[config.mk]
export PLATFORM = sky130hd
export DESIGN_NAME = imm_gen_pipe_flat
export DESIGN_NICKNAME = d
export VERILOG_FILES = /design/src/rtl/imm_gen_pkg.sv /design/src/rtl/imm_gen_pipe_if.sv /design/src/rtl/imm_decode.sv /design/src/rtl/imm_gen_pipe.sv /design/src/flat_wrapper.sv
export SDC_FILE = /design/constraint.sdc
export NUM_CORES = 1
export LEC_CHECK = 0
export ABC_AREA = 1
export BUFFER_PORTS_ARGS = -buffer_cell sky130_fd_sc_hd__buf_2
export CORE_UTILIZATION = 55
export DETAILED_ROUTE_END_ITERATION = 10
export PLACE_DENSITY = 0.77
export SLEW_MARGIN = 20
export SYNTH_ARGS = -nofsm -noshare
export SYNTH_HDL_FRONTEND = slang
export SYNTH_HIERARCHICAL = 1
export SYNTH_SLANG_ARGS = --single-unit
[constraint.sdc]
create_clock -name clk -period 6.4 [get_ports clk]
set_input_delay 1.28 -clock clk [delete_from_list [all_inputs] [get_ports clk]]
set_output_delay 1.28 -clock clk [all_outputs]
set_load 0.05 [all_outputs]
[src/rtl/imm_gen_pkg.sv]
// ----------------------------------------------------------------------------
// imm_gen_pkg
// Shared types and constants for the pipelined immediate generator.
//   imm_fmt_t : immediate format code carried alongside every entry
//   OPC_*     : major opcodes (instr[6:0]) that carry an immediate
//   fmt_of()  : opcode -> immediate format classification
// Optional feature macro used by the users of this package: IMMGEN_ILLEGAL_EN
// ----------------------------------------------------------------------------
package imm_gen_pkg;

    typedef enum logic [2:0] {
        FMT_NONE = 3'd0,
        FMT_I    = 3'd1,
        FMT_S    = 3'd2,
        FMT_B    = 3'd3,
        FMT_U    = 3'd4,
        FMT_J    = 3'd5
    } imm_fmt_t;

    localparam logic [6:0] OPC_LOAD     = 7'b0000011;
    localparam logic [6:0] OPC_OP_IMM   = 7'b0010011;
    localparam logic [6:0] OPC_OP_IMM32 = 7'b0011011;
    localparam logic [6:0] OPC_JALR     = 7'b1100111;
    localparam logic [6:0] OPC_STORE    = 7'b0100011;
    localparam logic [6:0] OPC_BRANCH   = 7'b1100011;
    localparam logic [6:0] OPC_LUI      = 7'b0110111;
    localparam logic [6:0] OPC_AUIPC    = 7'b0010111;
    localparam logic [6:0] OPC_JAL      = 7'b1101111;

    function automatic imm_fmt_t fmt_of(input logic [6:0] opc);
        imm_fmt_t f;
        case (opc)
            OPC_LOAD, OPC_OP_IMM, OPC_OP_IMM32, OPC_JALR: f = FMT_I;
            OPC_STORE:                                    f = FMT_S;
            OPC_BRANCH:                                   f = FMT_B;
            OPC_LUI, OPC_AUIPC:                           f = FMT_U;
            OPC_JAL:                                      f = FMT_J;
            default:                                      f = FMT_NONE;
        endcase
        return f;
    endfunction

endpackage

[src/rtl/imm_gen_pipe_if.sv]
// ----------------------------------------------------------------------------
// imm_gen_pipe_if
// Valid/ready bus of the immediate generator: instruction input side and
// decoded-immediate output side.
//   master : upstream/downstream environment (drives in_*, out_ready)
//   slave  : imm_gen_pipe (drives in_ready and all out_* / imm_* signals)
// 'illegal' exists only when IMMGEN_ILLEGAL_EN is defined.
// ----------------------------------------------------------------------------
interface imm_gen_pipe_if #(parameter int XLEN = 64);
    import imm_gen_pkg::*;

    logic            in_valid;
    logic            in_ready;
    logic [31:0]     in_instr;
    logic            out_valid;
    logic            out_ready;
    logic [31:0]     out_instr;
    logic [XLEN-1:0] imm_data;
    imm_fmt_t        imm_fmt;
`ifdef IMMGEN_ILLEGAL_EN
    logic            illegal;
`endif

    modport master (
        output in_valid, in_instr, out_ready,
        input  in_ready, out_valid, out_instr, imm_data, imm_fmt
`ifdef IMMGEN_ILLEGAL_EN
        , input illegal
`endif
    );

    modport slave (
        input  in_valid, in_instr, out_ready,
        output in_ready, out_valid, out_instr, imm_data, imm_fmt
`ifdef IMMGEN_ILLEGAL_EN
        , output illegal
`endif
    );

endinterface

[src/rtl/imm_decode.sv]
// ----------------------------------------------------------------------------
// imm_decode
// Pure combinational immediate decoder.
//   instr_i   [31:0]  raw instruction word
//   fmt_o     [2:0]   immediate format (FMT_NONE for opcodes without one)
//   imm_o     [XLEN]  immediate sign-extended from instr[31]; 0 for FMT_NONE
//   illegal_o         (IMMGEN_ILLEGAL_EN only) NONE opcode or instr[1:0] != 2'b11
// ----------------------------------------------------------------------------
module imm_decode
    import imm_gen_pkg::*;
#(
    parameter int XLEN = 64
) (
    input  logic [31:0]     instr_i,
    output imm_fmt_t        fmt_o,
`ifdef IMMGEN_ILLEGAL_EN
    output logic            illegal_o,
`endif
    output logic [XLEN-1:0] imm_o
);

    imm_fmt_t           fmt;
    logic signed [31:0] raw;

    // Each format is first assembled as a signed 32-bit value; the final
    // size cast then sign-extends it to XLEN (U included).
    always_comb begin
        fmt = fmt_of(instr_i[6:0]);
        raw = '0;
        case (fmt)
            FMT_I: raw = {{20{instr_i[31]}}, instr_i[31:20]};
            FMT_S: raw = {{20{instr_i[31]}}, instr_i[31:25], instr_i[11:7]};
            FMT_B: raw = {{19{instr_i[31]}}, instr_i[31], instr_i[7],
                          instr_i[30:25], instr_i[11:8], 1'b0};
            FMT_U: raw = {instr_i[31:12], 12'b0};
            FMT_J: raw = {{11{instr_i[31]}}, instr_i[31], instr_i[19:12],
                          instr_i[20], instr_i[30:21], 1'b0};
            default: raw = '0;
        endcase
    end

    assign fmt_o = fmt;
    assign imm_o = XLEN'(raw);

`ifdef IMMGEN_ILLEGAL_EN
    assign illegal_o = (fmt == FMT_NONE) || (instr_i[1:0] != 2'b11);
`endif

endmodule

[src/rtl/imm_gen_pipe.sv]
// ----------------------------------------------------------------------------
// imm_gen_pipe
// Registered immediate generator with valid/ready handshakes and a 2-entry
// (output + skid) buffer.
//   clk    : single clock, rising edge
//   reset  : synchronous, active-high; clears every entry and output
//   flush  : drops all held entries and the input beat of the same cycle
//   bus    : imm_gen_pipe_if.slave (in_valid/in_ready/in_instr,
//            out_valid/out_ready/out_instr/imm_data/imm_fmt[/illegal])
// Parameter XLEN: 32 or 64.
// Optional feature macro: IMMGEN_ILLEGAL_EN adds the 'illegal' flag per entry.
// ----------------------------------------------------------------------------
module imm_gen_pipe
    import imm_gen_pkg::*;
#(
    parameter int XLEN = 64
) (
    input  logic           clk,
    input  logic           reset,
    input  logic           flush,
    imm_gen_pipe_if.slave  bus
);

    if (XLEN != 32 && XLEN != 64) begin : g_xlen_check
        $error("imm_gen_pipe: XLEN must be 32 or 64");
    end

    typedef struct packed {
        logic [31:0]     instr;
        imm_fmt_t        fmt;
        logic [XLEN-1:0] imm;
`ifdef IMMGEN_ILLEGAL_EN
        logic            ill;
`endif
    } entry_t;

    entry_t new_entry;
    entry_t out_q, out_d;
    entry_t skid_q, skid_d;
    logic   out_valid_q, out_valid_d;
    logic   skid_valid_q, skid_valid_d;
    logic   accept;
    logic   drain;

    imm_decode #(.XLEN(XLEN)) u_decode (
        .instr_i   (bus.in_instr),
        .fmt_o     (new_entry.fmt),
`ifdef IMMGEN_ILLEGAL_EN
        .illegal_o (new_entry.ill),
`endif
        .imm_o     (new_entry.imm)
    );
    assign new_entry.instr = bus.in_instr;

    // in_ready depends only on the skid flag, so there is no combinational
    // path from out_ready back to in_ready.
    assign accept = bus.in_valid && !skid_valid_q;
    assign drain  = out_valid_q && bus.out_ready;

    always_comb begin
        out_d        = out_q;
        skid_d       = skid_q;
        out_valid_d  = out_valid_q;
        skid_valid_d = skid_valid_q;
        if (flush) begin
            out_valid_d  = 1'b0;
            skid_valid_d = 1'b0;
        end else if (!out_valid_q || drain) begin
            // Output slot frees up: the older skid entry wins over new input.
            // While the skid is full in_ready is low, so no accept can coincide.
            if (skid_valid_q) begin
                out_d        = skid_q;
                out_valid_d  = 1'b1;
                skid_valid_d = 1'b0;
            end else if (accept) begin
                out_d       = new_entry;
                out_valid_d = 1'b1;
            end else begin
                out_valid_d = 1'b0;
            end
        end else if (accept) begin
            // Output stalled: park the new entry in the skid register.
            skid_d       = new_entry;
            skid_valid_d = 1'b1;
        end
    end

    always_ff @(posedge clk) begin
        if (reset) begin
            out_q        <= '0;
            skid_q       <= '0;
            out_valid_q  <= 1'b0;
            skid_valid_q <= 1'b0;
        end else begin
            out_q        <= out_d;
            skid_q       <= skid_d;
            out_valid_q  <= out_valid_d;
            skid_valid_q <= skid_valid_d;
        end
    end

    assign bus.in_ready  = !skid_valid_q;
    assign bus.out_valid = out_valid_q;
    assign bus.out_instr = out_q.instr;
    assign bus.imm_data  = out_q.imm;
    assign bus.imm_fmt   = out_q.fmt;
`ifdef IMMGEN_ILLEGAL_EN
    assign bus.illegal   = out_q.ill;
`endif

endmodule

[src/flat_wrapper.sv]
// flat-port wrapper written by rule: the top's interface ports become plain ports
module imm_gen_pipe_flat import imm_gen_pkg::*;
#(
    parameter int XLEN = 64
)
  (clk, reset, flush, bus_in_valid, bus_in_instr, bus_out_ready, bus_in_ready, bus_out_valid, bus_out_instr, bus_imm_data, bus_imm_fmt);
  imm_gen_pipe_if #(.XLEN(XLEN)) bus_i ();
  input  logic clk;
  input  logic reset;
  input  logic flush;
  input wire logic [$bits(bus_i.in_valid)-1:0] bus_in_valid;
  input wire logic [$bits(bus_i.in_instr)-1:0] bus_in_instr;
  input wire logic [$bits(bus_i.out_ready)-1:0] bus_out_ready;
  output wire logic [$bits(bus_i.in_ready)-1:0] bus_in_ready;
  output wire logic [$bits(bus_i.out_valid)-1:0] bus_out_valid;
  output wire logic [$bits(bus_i.out_instr)-1:0] bus_out_instr;
  output wire logic [$bits(bus_i.imm_data)-1:0] bus_imm_data;
  output wire logic [$bits(bus_i.imm_fmt)-1:0] bus_imm_fmt;
  assign bus_i.in_valid = bus_in_valid;
  assign bus_i.in_instr = bus_in_instr;
  assign bus_i.out_ready = bus_out_ready;
  assign bus_in_ready = bus_i.in_ready;
  assign bus_out_valid = bus_i.out_valid;
  assign bus_out_instr = bus_i.out_instr;
  assign bus_imm_data = bus_i.imm_data;
  assign bus_imm_fmt = bus_i.imm_fmt;
  imm_gen_pipe #(.XLEN(XLEN)) u_core (.clk(clk), .reset(reset), .flush(flush), .bus(bus_i));
endmodule
==> out/qor.csv <==
stage,metric,value,unit
status,status,"complete, no violations",
synthesis,ys_seq_area_frac,0.3815,
worst_hold_path,min_to,u_core/skid_q[62]$_SDFFE_PP0P_,
worst_hold_path,hold-path-cell-count,2,
clock_network,clk_path_buf_depth,2,
setup_path,crit_start,bus_in_instr[4],
global_route,grt_pass1_vias,8526,
clock_network,cts.htree.levels,4,
setup_path,timing.rr.start,u_core/skid_valid_q$_SDFFE_PP0P_,
floorplan,rows,50,
setup_path,timing.rr.end,u_core/bus.imm_data[19]$_SDFFE_PP0P_,
final_layout,finalNonFillerCells,2024,
final_layout,fin_nets,1815,
synthesis,syn_avg_cell_area,5.993,um^2
setup_path,worstRegToRegCells,6,
worst_hold_path,hp-class,flip-flop to flip-flop,
synthesis,syn_inst,1751,
floorplan,core_area,18710,um^2
clock_network,cts_hold_buffers,0,
final_layout,syn2layout_area_growth,8.525,%
setup_path,crit_buf_inv,3,
setup_path,path_class,primary input to flip-flop,
timing,tightest_slew,1110,ps
global_route,grt_pass1_wl,40740,um
timing,rsz0062_at_grt,no,
timing,fmax,299.3,MHz
floorplan,dieWidth,140.1,um
clock_network,clk_pin_slew,70,ps
drt,vias,9919,
timing,slew_violations,0,
final_layout,multi_input_area,4885,um^2
synthesis,ys_async_sr_fraction,0,
final_layout,seqCellArea,4008,um^2
timing,relSlewSlack,0.2585,
setup_path,crit_path_max_fanout,33,
pwr,vdd_ir_drop_max,159.4,uV
drt,wl_per_cell,12.20,um
timing,tns,0,ps
floorplan,dieArea,19640,um^2
synthesis,synth_top_area_frac,0.3815,
drt,dr.pass1.iters,6,
setup_path,path_delay_family,simple AND/OR/NAND/NOR gates,
floorplan,ios,138,
flow_run,maxCapViolCount,0,
synthesis,synthFlopType,dfxtp_1,
synthesis,netlist_top_cells_area,"dfxtp_1 38%, nand2_1 17%, nor2_1 16%",
drt,ant_nets,0,
clock_network,cts_sinks,200,
placed_design,numPortBuffers,137,
setup_path,crit_chain,"buf_2, inv_1, nand2_2, nor2_4, nand2_2, nand3_2, nand2_4, nand2_2, inv_1, o21ai_0, nor2_1, nor2_1",
synthesis,yosysTopAreaCell,dfxtp_1,
global_route,antenna_found_initial,0,
drt,wl,24700,um
clock_network,ctsResizeCount,0,
timing,final-hold-violation-count,0,
timing,min_period,3341,ps
pwr,power_leakage,5.841,nW
clock_network,clkLatencyLatePin,430,ps
placed_design,globalplace.congestion,0.8546,
global_route,grt_usage,0.2535,
drt,drcViolationCount,0,
setup_path,crit_slowest_cell,nand2_2,
final_layout,drive_above_1_share,0.1124,
clock_network,cts_setup_buffers,0,
setup_path,end_kind,flip-flop,
clock_network,cts_buffers,17,
clock_network,cts_tree,built,
placed_design,dpl.cell_count,1991,
synthesis,syn-cell-area,10490,um^2
clock_network,cts_root_buf,clkbuf_16,
final_layout,nFillCells,1819,
floorplan,start_util,0.5610,
global_route,grt_remaining_overflow,0,
placed_design,dpl.hpwl,14880,um
synthesis,yosysUniqueCellTypes,21,
floorplan,die_y,140.1,um
pwr,power_density,247.0,nW/um^2
setup_path,critPathMaxStageDelay,570,ps
setup_path,r2r_slack,3540,ps
worst_hold_path,hp-start,u_core/skid_q[62]$_SDFFE_PP0P_,
timing,fin_worst_skew,8.928,ps
synthesis,yosys_register_bits,200,
setup_path,required,6770,ps
setup_path,path_common_cell,nand2_2,
synthesis,synth_edf_count,0,
synthesis,yosysWarnings,6,
drt,drtIter0Drc,815,
global_route,grt_max_degree,150,
drt,vias_per_cell,4.901,
timing,period_share,0.5220,
final_layout,post-route-util,0.6088,
synthesis,synth_fp_nets,1788,
setup_path,arrival,3710,ps
setup_path,cp-start-kind,primary input,
timing,final-setup-viol-count,0,
-- worst register-to-register path, delay by kind of cell (launching register included) --
kind	cells	cell delay (ps)
AND/OR/NAND/NOR	4	1030
flip-flops	1	960
buffers and inverters	2	770
-- Yosys cell counts, types with 3 or more instances --
library cell / n
buf_1: 28
buf_2: 43
buf_4: 38
buf_6: 7
clkbuf_1: 25
dfxtp_1: 200
inv_1: 216
inv_2: 5
nand2_1: 480
nand2_2: 5
nand3_1: 151
nand3_2: 3
nor2_1: 437
nor2_2: 3
nor2_4: 5
o21ai_0: 100
-- stage by stage --
stage	hold WS, ps	worst slack, ps	instance area, um^2	power (W)
4_1_cts	485.1	3099	11340	0.002831
3_3_place_gp	462.2	2391	10780	0.001788
6_report	483.3	3059	11390	0.002812
5_1_grt	499.4	2760	11390	0.002937
3_5_place_dp	471.9	2647	10780	0.001793
2_1_floorplan	454.4	3328	10490	0.001700
-- area by class of cell --
class,instances,area share
tap,234,0.02571
timing repair buffer,149,0.07097
inverter,221,0.07328
antenna,1,0.0002197
clock inverter,6,0.005823
sequential,200,0.3519
clock buffer,24,0.04318
multi-input combinational,1189,0.4289
-- worst max-delay path by stage --
| stage | end | cells after the start | slack [ps] |
|---|---|---|---|
| global placement | u_core/bus.imm_data[33]$_SDFFE_PP0P_ | 12 | 2390 |
| global route | u_core/bus.imm_data[36]$_SDFFE_PP0P_ | 12 | 2760 |
| floorplan | u_core/bus.imm_data[63]$_SDFFE_PP0P_ | 13 | 3330 |
| finish | u_core/bus.imm_data[59]$_SDFFE_PP0P_ | 12 | 3060 |
| detailed placement | u_core/bus.imm_data[60]$_SDFFE_PP0P_ | 12 | 2650 |
| CTS | u_core/bus.imm_data[60]$_SDFFE_PP0P_ | 12 | 3100 |
-- cells in the final DEF, fill, tap and decap left out, types with 6 or more instances in the layout --
cell type	netlist	routed
buf_2	43	137
inv_1	216	216
dfxtp_1	200	199
nor2_1	437	437
nand2_1	480	479
buf_4	38	10
nand2_2	5	6
clkbuf_16	0	17
o21ai_0	100	100
nand3_1	151	151
-- cell families (layout without fill, tap and decap cells) --
kind of cell | count (synthesis) | count (layout) | share of synthesized area
buffers and inverters | 362 | 400 | 0.1532
AO/OA/AOI/OAI | 101 | 101 | 0.04841
flip-flops | 200 | 200 | 0.3815
AND/OR/NAND/NOR | 1088 | 1088 | 0.4168
other | 0 | 1 | 0
-- where the power goes --
group          switching [W]  internal, W  leakage, nW  total, W
Combinational       0.000339     0.000108         3.95  0.000447
Sequential         0.0000256      0.00130         1.63   0.00132
Clock               0.000469     0.000576        0.265   0.00104
Total               0.000834      0.00198         5.84   0.00281
-- sequential cells by signal (all words and copies together), names as in the netlist --
signal / count
u_core/bus.out_instr: 32
u_core/bus.out_valid: 1
u_core/skid_valid_q: 1
u_core/bus.imm_data: 64
u_core/bus.imm_fmt: 3
u_core/skid_q: 99
-- per-layer routing --
layer | wire length [um] | track usage | part of all wire
met2 | 11670 | 0.4163 | 0.47
met3 | 1315 | 0.05094 | 0.053
met5 | 0 | 0 | 0
met1 | 11310 | 0.3327 | 0.46
met4 | 410 | 0.08444 | 0.017
Note: power is estimated with default switching activity, not from simulation.
